==> config.mk <==
export PLATFORM = sky130hd
export DESIGN_NAME = alu_bist_flat
export DESIGN_NICKNAME = d
export VERILOG_FILES = /design/src/rtl/alu_pkg.sv /design/src/rtl/alu_bist_if.sv /design/src/rtl/alu_bist_misr.sv /design/src/rtl/alu_bist.sv /design/src/flat_wrapper.sv
export SDC_FILE = /design/constraint.sdc
export NUM_CORES = 1
export LEC_CHECK = 0
export ABC_AREA = 1
export BUFFER_PORTS_ARGS = -buffer_cell sky130_fd_sc_hd__buf_2
export CORE_MARGIN = 2
export CORE_UTILIZATION = 53
export DETAILED_ROUTE_END_ITERATION = 16
export PLACE_DENSITY = 0.87
export SLEW_MARGIN = 20
export SYNTH_ARGS = -nofsm -noshare
export SYNTH_HDL_FRONTEND = slang
export SYNTH_SLANG_ARGS = --single-unit
==> constraint.sdc <==
create_clock -name clk -period 2.2 [get_ports clk]
set_input_delay 0.22 -clock clk [delete_from_list [all_inputs] [get_ports clk]]
set_output_delay 0.22 -clock clk [all_outputs]
set_load 0.01 [all_outputs]
==> src/rtl/alu_pkg.sv <==
// ALU opcodes, MISR constants and BIST state encoding.
// Shared by the BIST sequencer, its MISR and the ALU port bundle users.
package alu_pkg;

  typedef enum logic [3:0] {
    OP_ADD  = 4'b0000,
    OP_INC  = 4'b0001,
    OP_SUB  = 4'b0010,
    OP_DEC  = 4'b0011,
    OP_MUL  = 4'b0100,
    OP_DIV  = 4'b0101,
    OP_SHL  = 4'b0110,
    OP_SHR  = 4'b0111,
    OP_AND  = 4'b1000,
    OP_OR   = 4'b1001,
    OP_INV  = 4'b1010,
    OP_NAND = 4'b1011,
    OP_NOR  = 4'b1100,
    OP_XOR  = 4'b1101,
    OP_XNOR = 4'b1110,
    OP_BUF  = 4'b1111
  } alu_op_e;

  localparam logic [15:0] MISR_POLY = 16'h1021;
  localparam logic [15:0] MISR_SEED = 16'hFFFF;

  typedef enum logic [2:0] {
    S_IDLE,
    S_SWEEP,
    S_DIS,
    S_CHK,
    S_DONE
  } bist_state_e;

endpackage

==> src/rtl/alu_bist_if.sv <==
// ALU port bundle: operands, command and enable towards the ALU,
// combinational result back. master = BIST side, slave = ALU side.
interface alu_bist_if;

  logic [7:0]  alu_a;
  logic [7:0]  alu_b;
  logic [3:0]  alu_command;
  logic        alu_enable;
  logic [15:0] alu_out;

  modport master (
    output alu_a,
    output alu_b,
    output alu_command,
    output alu_enable,
    input  alu_out
  );

  modport slave (
    input  alu_a,
    input  alu_b,
    input  alu_command,
    input  alu_enable,
    output alu_out
  );

endinterface

==> src/rtl/alu_bist_misr.sv <==
// 16-bit MISR (poly 0x1021) with clear-to-seed, enable and data input.
// sig_d exposes the value the register takes at the coming edge.
module alu_bist_misr
  import alu_pkg::*;
(
  input  logic        clk,
  input  logic        rst,
  input  logic        clr,
  input  logic        en,
  input  logic [15:0] din,
  output logic [15:0] sig,
  output logic [15:0] sig_d
);

  logic [15:0] sig_q;
  logic [15:0] sig_nxt;

  always_comb begin
    sig_nxt = {sig_q[14:0], 1'b0}
            ^ (sig_q[15] ? MISR_POLY : 16'h0000)
            ^ din;
    sig_d = sig_q;
    if (clr) begin
      sig_d = MISR_SEED;
    end else if (en) begin
      sig_d = sig_nxt;
    end
  end

  always_ff @(posedge clk) begin
    if (rst) begin
      sig_q <= MISR_SEED;
    end else begin
      sig_q <= sig_d;
    end
  end

  assign sig = sig_q;

endmodule

==> src/rtl/alu_bist.sv <==
// ALU BIST sequencer: exhaustive operand/command sweep into a MISR.
// Define ALU_BIST_DIRECT_CHECK_EN to add the enable-low/high check.
module alu_bist
  import alu_pkg::*;
#(
  parameter int          OPW          = 4,
  parameter logic [15:0] EXPECTED_SIG = 16'h0000
) (
  input  logic        clk,
  input  logic        rst,
  input  logic        start,
  output logic        busy,
  output logic        done,
  output logic        pass,
  output logic [15:0] signature,
  alu_bist_if.master  alu
);

  localparam int IW = 2 * OPW + 4;

  bist_state_e state_q, state_d;
  logic [IW-1:0] idx_q, idx_d;
  logic [7:0]    a_q, a_d;
  logic [7:0]    b_q, b_d;
  logic [3:0]    cmd_q, cmd_d;
  logic          en_q, en_d;
  logic          busy_q, busy_d;
  logic          done_q, done_d;
  logic          pass_q, pass_d;
  logic          chk_ok_q, chk_ok_d;
  logic          misr_clr;
  logic          misr_en;
  logic [15:0]   misr_sig;
  logic [15:0]   misr_d;

  alu_bist_misr u_misr (
    .clk   (clk),
    .rst   (rst),
    .clr   (misr_clr),
    .en    (misr_en),
    .din   (alu.alu_out),
    .sig   (misr_sig),
    .sig_d (misr_d)
  );

  always_comb begin
    state_d  = state_q;
    idx_d    = idx_q;
    a_d      = 8'h00;
    b_d      = 8'h00;
    cmd_d    = 4'h0;
    en_d     = 1'b0;
    busy_d   = busy_q;
    done_d   = done_q;
    pass_d   = pass_q;
    chk_ok_d = chk_ok_q;
    misr_clr = 1'b0;
    misr_en  = 1'b0;
    unique case (state_q)
      S_IDLE, S_DONE: begin
        if (start) begin
          state_d  = S_SWEEP;
          idx_d    = '0;
          en_d     = 1'b1;
          busy_d   = 1'b1;
          done_d   = 1'b0;
          pass_d   = 1'b0;
          chk_ok_d = 1'b1;
          misr_clr = 1'b1;
        end
      end
      S_SWEEP: begin
        misr_en = 1'b1;
        if (idx_q == '1) begin
`ifdef ALU_BIST_DIRECT_CHECK_EN
          state_d = S_DIS;
          a_d     = 8'd20;
          b_d     = 8'd10;
          cmd_d   = OP_ADD;
`else
          state_d = S_DONE;
          busy_d  = 1'b0;
          done_d  = 1'b1;
          pass_d  = (misr_d == EXPECTED_SIG) && chk_ok_d;
`endif
        end else begin
          // idx = {a, b, cmd}: command is the fastest-moving field
          idx_d = idx_q + IW'(1);
          a_d   = 8'(idx_d[IW-1 -: OPW]);
          b_d   = 8'(idx_d[OPW+3 -: OPW]);
          cmd_d = idx_d[3:0];
          en_d  = 1'b1;
        end
      end
      S_DIS: begin
        state_d = S_CHK;
        a_d     = 8'd25;
        b_d     = 8'd17;
        cmd_d   = OP_ADD;
        en_d    = 1'b1;
      end
      S_CHK: begin
`ifdef ALU_BIST_DIRECT_CHECK_EN
        chk_ok_d = (alu.alu_out == 16'd42);
`endif
        state_d = S_DONE;
        busy_d  = 1'b0;
        done_d  = 1'b1;
        pass_d  = (misr_d == EXPECTED_SIG) && chk_ok_d;
      end
    endcase
  end

  always_ff @(posedge clk) begin
    if (rst) begin
      state_q  <= S_IDLE;
      idx_q    <= '0;
      a_q      <= 8'h00;
      b_q      <= 8'h00;
      cmd_q    <= 4'h0;
      en_q     <= 1'b0;
      busy_q   <= 1'b0;
      done_q   <= 1'b0;
      pass_q   <= 1'b0;
      chk_ok_q <= 1'b1;
    end else begin
      state_q  <= state_d;
      idx_q    <= idx_d;
      a_q      <= a_d;
      b_q      <= b_d;
      cmd_q    <= cmd_d;
      en_q     <= en_d;
      busy_q   <= busy_d;
      done_q   <= done_d;
      pass_q   <= pass_d;
      chk_ok_q <= chk_ok_d;
    end
  end

  assign busy            = busy_q;
  assign done            = done_q;
  assign pass            = pass_q;
  assign signature       = misr_sig;
  assign alu.alu_a       = a_q;
  assign alu.alu_b       = b_q;
  assign alu.alu_command = cmd_q;
  assign alu.alu_enable  = en_q;

endmodule
==> src/flat_wrapper.sv <==
// flat-port wrapper written by rule: the top's interface ports become plain ports
module alu_bist_flat import alu_pkg::*;
#(
  parameter int          OPW          = 4,
  parameter logic [15:0] EXPECTED_SIG = 16'h0000
)
  (clk, rst, start, busy, done, pass, signature, alu_alu_a, alu_alu_b, alu_alu_command, alu_alu_enable, alu_alu_out);
  alu_bist_if alu_i ();
  input  logic clk;
  input  logic rst;
  input  logic start;
  output logic busy;
  output logic done;
  output logic pass;
  output logic [15:0] signature;
  output wire logic [$bits(alu_i.alu_a)-1:0] alu_alu_a;
  output wire logic [$bits(alu_i.alu_b)-1:0] alu_alu_b;
  output wire logic [$bits(alu_i.alu_command)-1:0] alu_alu_command;
  output wire logic [$bits(alu_i.alu_enable)-1:0] alu_alu_enable;
  input wire logic [$bits(alu_i.alu_out)-1:0] alu_alu_out;
  assign alu_alu_a = alu_i.alu_a;
  assign alu_alu_b = alu_i.alu_b;
  assign alu_alu_command = alu_i.alu_command;
  assign alu_alu_enable = alu_i.alu_enable;
  assign alu_i.alu_out = alu_alu_out;
  alu_bist #(.OPW(OPW), .EXPECTED_SIG(EXPECTED_SIG)) u_core (.clk(clk), .rst(rst), .start(start), .busy(busy), .done(done), .pass(pass), .signature(signature), .alu(alu_i));
endmodule
==> run_results.csv <==
group,metric,value,unit
outcome,status,"finished clean",
sta,max-slew-margin-rel,54.5,%
clock_network,cts_made_buffers,5,
power,leakage,0.00145,µW
die,ios,59,
clock_network,holdBufCountCts,0,
synth,synth_top_area_share,41.0,%
sta,tightest_slew,682,ps
detailed_routing,wirelength,5030,µm
worst_setup_path,critical_path_buf_inv_count,1,
die,num_rows,24,
detailed_routing,drtIter0Drc,157,
worst_setup_path,crit_slowest_cell,"dfxtp_1",
sta,setup_tns,0,ps
power,power_density,676,nW/µm²
hold_path,min_path_cells,4,
sta,fin_crit_sh,81.0,%
clock_network,clock_latency,300,ps
worst_setup_path,r2r_start,"u_core.idx_q[0]",
clock_network,clockBufferDepth,2,
power,power.share.clock,28.9,%
worst_setup_path,worstPathCellList,"ha_1 > nand2_2 > nor2_4 > nand3_1 > nand2_1 > nand2_2 > inv_2 > o21ai_0 > a21oi_1",
cells_and_area,layout.nets,424,
synth,synth_cells,354,
cells_and_area,drive_above_1_share,19.0,%
synth,ys_warn_count,0,
die,die_area,4970,µm²
sta,drv_slew,0,
grt,track_usage,21.3,%
worst_setup_path,arrival,2010,ps
synth,synth-seq-cells,48,
clock_network,clkTransAtPathRegs,80,ps
grt,antenna_found_initial,0,
synth,synth-edff-count,0,
synth,synthFlopType,"dfxtp_1",
sta,fin_skew,7.72,ps
detailed_routing,ant_nets,0,
clock_network,post-cts-setup-buffers,0,
worst_setup_path,startpoint_type,"register",
worst_setup_path,crit_fanout,13,
power,pwr-share-comb,18.6,%
worst_setup_path,cp-end-kind,"register",
cells_and_area,diodes,0,
power,ir_drop,388,µV
synth,async_flop_share,0,%
worst_setup_path,critical-path-top-delay-family,"simple AND/OR/NAND/NOR gates",
worst_setup_path,startpoint,"u_core.idx_q[0]",
hold_path,min_path_type,"in2reg",
die,die_w,70.5,µm
sta,hold_violations,0,
worst_setup_path,reg2reg_to,"u_core.idx_q[6]",
detailed_routing,first_pass_iters,4,
worst_setup_path,worst_path_largest_cell_delay,440,ps
synth,synthTopCellsByArea,"dfxtp_1, nand2_1, nor2_1",
detailed_routing,dr_total_vias,2267,
detailed_routing,drc_errors,0,
sta,rsz0062_at_grt,"no",
worst_setup_path,ff2ff_path_depth,9,
sta,fmax,561,MHz
run,max-cap-violations,0,
hold_path,hold_end,"u_core.u_misr.sig[1]",
worst_setup_path,cp.required,2430,ps
grt,grt_pass1_wl,8600,µm
power,swShare,29.1,%
power,seq_power_share,52.5,%
clock_network,root_buffer,"clkbuf_8",
die,core,4290,µm²
placed_design,globalplace.congestion,0.852,
grt,grt_pass1_vias,2036,
placed_design,portBuffers,52,
detailed_routing,drt-wirelength-per-cell,11.0,µm
clock_network,tritoncts,"built",
sta,period_needed,1780,ps
die,start_util,54.5,%
grt,grt_max_degree,24,
cells_and_area,area_growth,15.4,%
synth,syn_avg_cell_area,6.62,µm²
clock_network,cts_resized,0,
clock_network,cts.sinks,48,
power,p_int,1300,µW
synth,yosysTopAreaCell,"dfxtp_1",
synth,ys_seq_area_share,41.0,%
hold_path,hold_start,"alu_alu_out[1]",
synth,synth_area,2340,µm²
power,finalPower,1830,µW
detailed_routing,drt-vias-per-instance,4.96,
worst_setup_path,crit_type,"reg2reg",
worst_setup_path,r2r_setup_slack,420,ps
die,fp.dieH,70.5,µm
placed_design,hpwl,3780,µm
synth,synth_cell_types,32,
worst_setup_path,crit_top_cell,"nand2_2",
power,p_switching,532,µW
clock_network,h-tree-depth,2,
sta,setup_violations,0,
grt,grt-ovfl-total,0,
cell usage in the layout, fill, tap and decap left out:
cell type,count
nand2_1,114
buf_2,52
nor2_1,51
dfxtp_1,48
inv_1,41
nand3_1,19
a21oi_1,17
o21ai_0,9
conb_1,6
clkbuf_8,6
or2_2,4
nor3_1,4
xor2_1,4
nand4_1,4
nor2_2,3
inv_2,2
nand2_2,2
a211oi_1,2
clkbuf_1,2
buf_4,2
nand3_2,1
nor2_4,1
a31oi_1,1
nor4_1,1
nand4_2,1
nand2_4,1
nor3_2,1
o211a_1,1
or2_0,1
o21bai_1,1
o211ai_1,1
ha_1,1
buf_12,1
area by class of cell:
| cell class | count | area [µm²] |
|---|---|---|
| fill | 426 | 1590 |
| multi-input combinational | 251 | 1130 |
| sequential | 48 | 961 |
| timing repair buffer | 55 | 295 |
| inverter | 43 | 161 |
| clock buffer | 8 | 90.1 |
| tap | 52 | 65.1 |
per-layer routing:
| layer | vias up | GRT usage, % | share of wire (%) | wire, µm |
|---|---|---|---|---|
| met5 | - | 0 | 0 | 0 |
| met4 | 0 | 8.12 | 1.8 | 90 |
| met3 | 12 | 4.18 | 5.3 | 268 |
| met2 | 59 | 38.4 | 51 | 2540 |
| met1 | 1018 | 24.5 | 42 | 2130 |
| li1 | 1178 | - | - | - |
registers in the layout, indices dropped and copies added (netlist names):
name,flops
u_core.state_q,3
u_core.u_misr.sig,16
u_core.idx_q,12
u_core.alu.alu_enable,1
u_core.alu.alu_a,4
u_core.done,1
u_core.alu.alu_b,5
u_core.pass,1
u_core.busy,1
u_core.alu.alu_command,4
logic make-up after synthesis:
logic type / synth area share (%)
adder cells (fa/ha/maj): 0.534
other: 0.160
XOR/XNOR: 1.50
AO/OA/AOI/OAI: 7.53
AND/OR/NAND/NOR: 37.7
buffers and inverters: 11.5
flip-flops: 41.0
synthesized netlist by cell type (3+ instances only):
cell type / instances
a21oi_1: 17
buf_2: 3
buf_4: 9
clkbuf_1: 4
dfxtp_1: 48
inv_1: 41
nand2_1: 114
nand3_1: 19
nand4_1: 4
nor2_1: 51
nor2_2: 3
nor3_1: 4
o21ai_0: 9
or2_2: 4
xor2_1: 4
worst min-delay path, delay by kind of cell:
family | cells | cell delay (ps)
simple gates | 2 | 140
buf+inv | 1 | 80
xor+xnor | 1 | 60
through the flow:
step	hold WS [ps]	worst slack (ps)	cell area, µm²	util (%)	cells
after floorplan	304	680	2360	-	359
after global placement	463	502	2610	60.8	449
after detailed placement	462	443	2610	60.8	449
after CTS	255	416	2700	62.9	457
after global routing	289	211	2700	62.9	457
final	258	417	2700	62.9	457
power groups by stage:
| stage | Sequential [µW] | Clock, µW | Combinational (µW) |
|---|---|---|---|
| 3_3_place_gp | 975 | 0 | 331 |
| 5_1_grt | 966 | 572 | 387 |
| 4_1_cts | 959 | 541 | 341 |
| 6_report | 959 | 528 | 340 |
| 3_5_place_dp | 979 | 0 | 339 |
| 2_1_floorplan | 986 | 0 | 236 |
how the worst max path moves through the flow:
stage / end / cells after the start / slack [ps]
after floorplan: u_core.pass / 12 / 680
after global placement: u_core.pass / 11 / 500
after detailed placement: u_core.pass / 11 / 440
after CTS: u_core.idx_q[6] / 9 / 420
after global routing: u_core.pass / 11 / 210
final: u_core.idx_q[6] / 9 / 420
Note: power is estimated with default switching activity, not from simulation.
